### config.mk
export PLATFORM = sky130hd
export DESIGN_NAME = spi_master
export DESIGN_NICKNAME = d
export VERILOG_FILES = /design/src/rtl/spi_master.sv
export SDC_FILE = /design/constraint.sdc
export NUM_CORES = 1
export LEC_CHECK = 0
export ABC_AREA = 1
export BUFFER_PORTS_ARGS = -buffer_cell sky130_fd_sc_hd__buf_2
export CORE_UTILIZATION = 45
export DETAILED_ROUTE_END_ITERATION = 8
export HOLD_SLACK_MARGIN = 0.02
export PLACE_DENSITY = 0.65
export SLEW_MARGIN = 10
export SYNTH_ARGS = -nofsm -noshare
export SYNTH_HDL_FRONTEND = slang
export SYNTH_SLANG_ARGS = --single-unit
export TNS_END_PERCENT = 100
### constraint.sdc
create_clock -name clk -period 2.05 [get_ports clk]
set_input_delay 0.41 -clock clk [delete_from_list [all_inputs] [get_ports clk]]
set_output_delay 0.41 -clock clk [all_outputs]
set_load 0.02 [all_outputs]
### src/rtl/spi_master.sv
// Daisy-chain SPI master, mode 0, one shared ss line.
// Shifts an 8*N_SLAVES-bit frame MSB-first and captures the returning frame.
module spi_master #(
    parameter int N_SLAVES = 2,
    parameter int CLK_DIV  = 2
) (
    input  logic                  clk,
    input  logic                  rst,
    input  logic                  start,
    input  logic [8*N_SLAVES-1:0] tx_data,
    output logic [8*N_SLAVES-1:0] rx_data,
    output logic                  busy,
    output logic                  done,
    output logic                  sclk,
    output logic                  ss,
    output logic                  mosi,
    input  logic                  miso
);

    localparam int TOTAL = 8 * N_SLAVES;
    localparam int DIV_W = $clog2(CLK_DIV + 1);
    localparam int BIT_W = $clog2(TOTAL + 1);

    typedef enum logic [2:0] {
        S_IDLE,
        S_SETUP,
        S_HI,
        S_LO,
        S_HOLD,
        S_GAP
    } state_t;

    state_t             r_state;
    state_t             w_state_nxt;
    logic [TOTAL-1:0]   r_tx_sh;
    logic [TOTAL-1:0]   r_rx_sh;
    logic [DIV_W-1:0]   r_div_cnt;
    logic [BIT_W-1:0]   r_bit_cnt;
    logic               w_div_last;
    logic               w_load;
    logic               w_rise;
    logic               w_fall;
    logic               w_ss_up;
    logic               w_fin;

    assign w_div_last = (r_div_cnt == DIV_W'(CLK_DIV - 1));

    // State register.
    always_ff @(posedge clk or negedge rst) begin
        if (!rst) begin
            r_state <= S_IDLE;
        end else begin
            r_state <= w_state_nxt;
        end
    end

    // Next state and one-cycle action strobes; the last fall skips
    // SHIFT_LO and goes straight to HOLD so ss rises D cycles later.
    always_comb begin
        w_state_nxt = r_state;
        w_load      = 1'b0;
        w_rise      = 1'b0;
        w_fall      = 1'b0;
        w_ss_up     = 1'b0;
        w_fin       = 1'b0;
        unique case (r_state)
            S_IDLE: begin
                if (start) begin
                    w_state_nxt = S_SETUP;
                    w_load      = 1'b1;
                end
            end
            S_SETUP: begin
                if (w_div_last) begin
                    w_state_nxt = S_HI;
                    w_rise      = 1'b1;
                end
            end
            S_HI: begin
                if (w_div_last) begin
                    w_fall = 1'b1;
                    if (r_bit_cnt == BIT_W'(TOTAL - 1)) begin
                        w_state_nxt = S_HOLD;
                    end else begin
                        w_state_nxt = S_LO;
                    end
                end
            end
            S_LO: begin
                if (w_div_last) begin
                    w_state_nxt = S_HI;
                    w_rise      = 1'b1;
                end
            end
            S_HOLD: begin
                if (w_div_last) begin
                    w_state_nxt = S_GAP;
                    w_ss_up     = 1'b1;
                end
            end
            S_GAP: begin
                if (w_div_last) begin
                    w_state_nxt = S_IDLE;
                    w_fin       = 1'b1;
                end
            end
            default: w_state_nxt = S_IDLE;
        endcase
    end

    // Half-period divider: restarts on every state change.
    always_ff @(posedge clk or negedge rst) begin
        if (!rst) begin
            r_div_cnt <= '0;
        end else if (r_state == S_IDLE || w_div_last) begin
            r_div_cnt <= '0;
        end else begin
            r_div_cnt <= r_div_cnt + 1'b1;
        end
    end

    // Shift registers, bit counter and registered serial outputs.
    always_ff @(posedge clk or negedge rst) begin
        if (!rst) begin
            r_tx_sh   <= '0;
            r_rx_sh   <= '0;
            r_bit_cnt <= '0;
            rx_data   <= '0;
            busy      <= 1'b0;
            done      <= 1'b0;
            sclk      <= 1'b0;
            ss        <= 1'b1;
            mosi      <= 1'b0;
        end else begin
            done <= 1'b0;
            if (w_load) begin
                r_tx_sh   <= tx_data;
                r_rx_sh   <= '0;
                r_bit_cnt <= '0;
                ss        <= 1'b0;
                busy      <= 1'b1;
                mosi      <= tx_data[TOTAL-1];
            end else if (w_rise) begin
                sclk    <= 1'b1;
                r_rx_sh <= {r_rx_sh[TOTAL-2:0], miso};
            end else if (w_fall) begin
                sclk      <= 1'b0;
                r_bit_cnt <= r_bit_cnt + 1'b1;
                r_tx_sh   <= {r_tx_sh[TOTAL-2:0], 1'b0};
                mosi      <= r_tx_sh[TOTAL-2];
            end else if (w_ss_up) begin
                ss   <= 1'b1;
                mosi <= 1'b0;
            end else if (w_fin) begin
                rx_data <= r_rx_sh;
                done    <= 1'b1;
                busy    <= 1'b0;
            end
        end
    end

endmodule

==> summary.txt <==
Status
  • Status: finished, final reports clean

STA
  • Worst relative slew slack: 0.594
  • Fin crit period: between 1.5 and 2 ns
  • Unrepaired setup endpoints after global routing: false
  • Final setup viols: 0
  • Final Skew: ~0.0058 ns
  • Worst-Margin Slew: between 0.6 and 0.7 ns
  • Final worst-path cycle share: 0.809
  • Hold Slack: roughly 0.079 ns
  • Fmax achieved: between 600 and 700 MHz
  • Hold Vio Cnt, Final: 0
  • Max-slew violation count: 0
  • Setup TNS: 0 ns

Global routing
  • Gr usage total: 0.200
  • Initial antenna violation count: 0
  • Overflow after GRT: 0
  • First-pass GRT wire length: approximately 9.6 mm
  • Vias in the first global route: between 2000 and 2500
  • Largest net degree at the start of global routing: 34

Routing
  • WL per Instance: between 10 and 15 µm
  • Vias: 2197
  • Vias per cell: just over 5
  • Drt initial violations: about 130
  • Drt drc: 0
  • Drt first pass iters: 4
  • Routed wire length: about 5.6 mm
  • Final ANT Viol Nets: 0

Finish
  • Most common cell after layout, fill and taps aside: nand2_1
  • Antenna Cells: 0
  • Layout cells sized above 1: 0.204
  • Final nets: around 380
  • Most frequent cells in the layout: 124 x nand2_1, 61 x dfrtp_1, 40 x buf_2
  • Final Non-Filler Cells: 433
  • Layout area overhead: 16.2%

Yosys
  • Yosys top cell by area: dfrtp_1
  • Seq/Total Area, Yosys: 0.563
  • Most area-consuming cells after synthesis: dfrtp_1 55%, nand2_1 17%, nand4_1 4.5%
  • Primary FF master, synth: dfrtp_1
  • Yosys reg bits: 62
  • Syn Inst Count: around 310
  • Synth unique cells: 27
  • Mapped Avg Cell Area: roughly 9 µm²
  • Ys Warns: 0
  • EDFF count, synth: 0
  • Share of the synthesized area in the top cell type: 0.553
  • Async SR Flop Fraction: 1.00
  • Synthesized cell area: about 2800 µm²
  • Syn_nets: around 340

Floorplan
  • Core ar.: approximately 6000 µm²
  • Starting Density: 0.466
  • Die area: 6450 µm²
  • Die height: roughly 80 µm
  • I/O pin count: between 40 and 50
  • Rows: 28
  • Horiz. Die Dim: about 80 µm

Pwr
  • Clock power share: 0.287
  • Power Internal: 0.00242 W
  • Sw power: approximately 0.0013 W
  • Peak supply drop: between 600 and 700 µV
  • PwrDens: roughly 1200 nW/µm²
  • Part of the power in registers: 0.423
  • Sw Share: 0.354
  • LEAKAGE: between 1.5 and 2 nW
  • Gate power share: 0.290

CTS
  • Root buf cell: clkbuf_8
  • H-tree lvl count: 3
  • # hold bufs at CTS: 0
  • Total CTS buffers: 9
  • CTS tree: done
  • Clk buf depth: 2
  • Post-CTS sizing: 0
  • Worst-path clk slew: about 0.060 ns
  • Worst skew pair latency: 0.34 ns
  • CTS sink count: between 60 and 70
  • Setup Buffers After CTS: 0

Placed design
  • I/O Buffers: 40
  • Hpwl dp: 3.71 mm
  • Placed Instances: 420
  • RePlAce Congestion: about 0.76

Critical path
  • CP Launch Type: flip-flop
  • CP required: 2.25 ns
  • Critical path type: flip-flop to flip-flop
  • CP endpoint kind: flip-flop
  • Worst Path Arrival: 1.86 ns
  • Crit-path max FO: 17

Job
  • Max Cap Viol: 0

Min path
  • Min-Delay Path Class: primary input to asynchronous set/reset pin
critical path, stage by stage (launching register included):
cell	delay [ns]
dfrtp_1	0.36
inv_1	0.05
ha_1	0.26
nand2_1	0.12
inv_1	0.13
nand2_4	0.14
nand2_2	0.31
o22ai_1	0.13
registers in the layout, indices dropped and copies added, names as in the netlist:
signal / cells
busy: 1
done: 1
mosi: 1
r_bit_cnt: 5
r_div_cnt: 2
r_rx_sh: 16
r_state: 3
r_tx_sh: 15
rx_data: 16
sclk: 1
ss: 1
per-stage QoR:
step | util | worst slack [ns] | area [µm²] | power, W
CTS | 0.542 | 0.406 | 3210 | 0.00377
floorplan | - | 0.700 | 2760 | 0.00246
finish | 0.542 | 0.391 | 3210 | 0.00375
detailed placement | 0.509 | 0.428 | 3010 | 0.00269
global placement | 0.509 | 0.466 | 3010 | 0.00266
global route | 0.542 | 0.268 | 3210 | 0.00402
layer usage:
metal / GRT usage / up-vias / wire (µm)
met5: 0 / - / 0
met4: 0.125 / 0 / 175
met3: 0.0386 / 15 / 256
met2: 0.309 / 71 / 2530
met1: 0.258 / 1019 / 2590
li1: - / 1092 / -
power groups by stage:
stage / logic [W] / clock network (W) / registers (W)
floorplan: 0.000889 / 0 / 0.00157
global placement: 0.00107 / 0 / 0.00160
detailed placement: 0.00109 / 0 / 0.00160
CTS: 0.00110 / 0.00109 / 0.00158
global route: 0.00125 / 0.00116 / 0.00161
finish: 0.00109 / 0.00108 / 0.00158
final timing paths:
check	to	slack [ns]	start	cells after the start
max in group asynchronous	ss	1.33	rst	2
setup / recovery	r_rx_sh[10]	0.39	r_div_cnt[1]	7
hold reg to reg	r_div_cnt[0]	0.43	r_div_cnt[0]	1
hold / removal	rx_data[3]	0.08	rst	1
setup reg to reg	r_rx_sh[10]	0.39	r_div_cnt[1]	7
min in group clk	r_tx_sh[0]	0.32	tx_data[0]	3
synthesized netlist by cell type (3+ instances only):
library cell  number
inv_2              3
o22ai_1           15
dfrtp_1           61
buf_2              7
nand3_1            8
nor2_1             4
o21ai_1           16
nand4_1           20
buf_4              3
inv_1             29
ha_1               3
nand2_1          124
buf_6              4
area by class of cell:
cell class              instances  area [µm²]
fillers                       544        2710
flip-flops and latches         62        1550
multi-input cells             204         980
repair buffers                 47         265
clock buffers                  12         165
inverters                      32         120
well taps                      75        93.8
clock inverters                 1        30.0
cells by family (layout without fill, tap and decap cells):
group / after synthesis / in the layout / share of synthesized area
AND/OR/NAND/NOR: 166 / 166 / 0.269
multiplexers: 1 / 1 / 0.00363
adder cells (fa/ha/maj): 3 / 3 / 0.0136
flip-flops: 62 / 62 / 0.563
buffers and inverters: 47 / 92 / 0.0821
AO/OA/AOI/OAI: 34 / 34 / 0.0685
No activity file was read; power rests on OpenSTA's default activity.
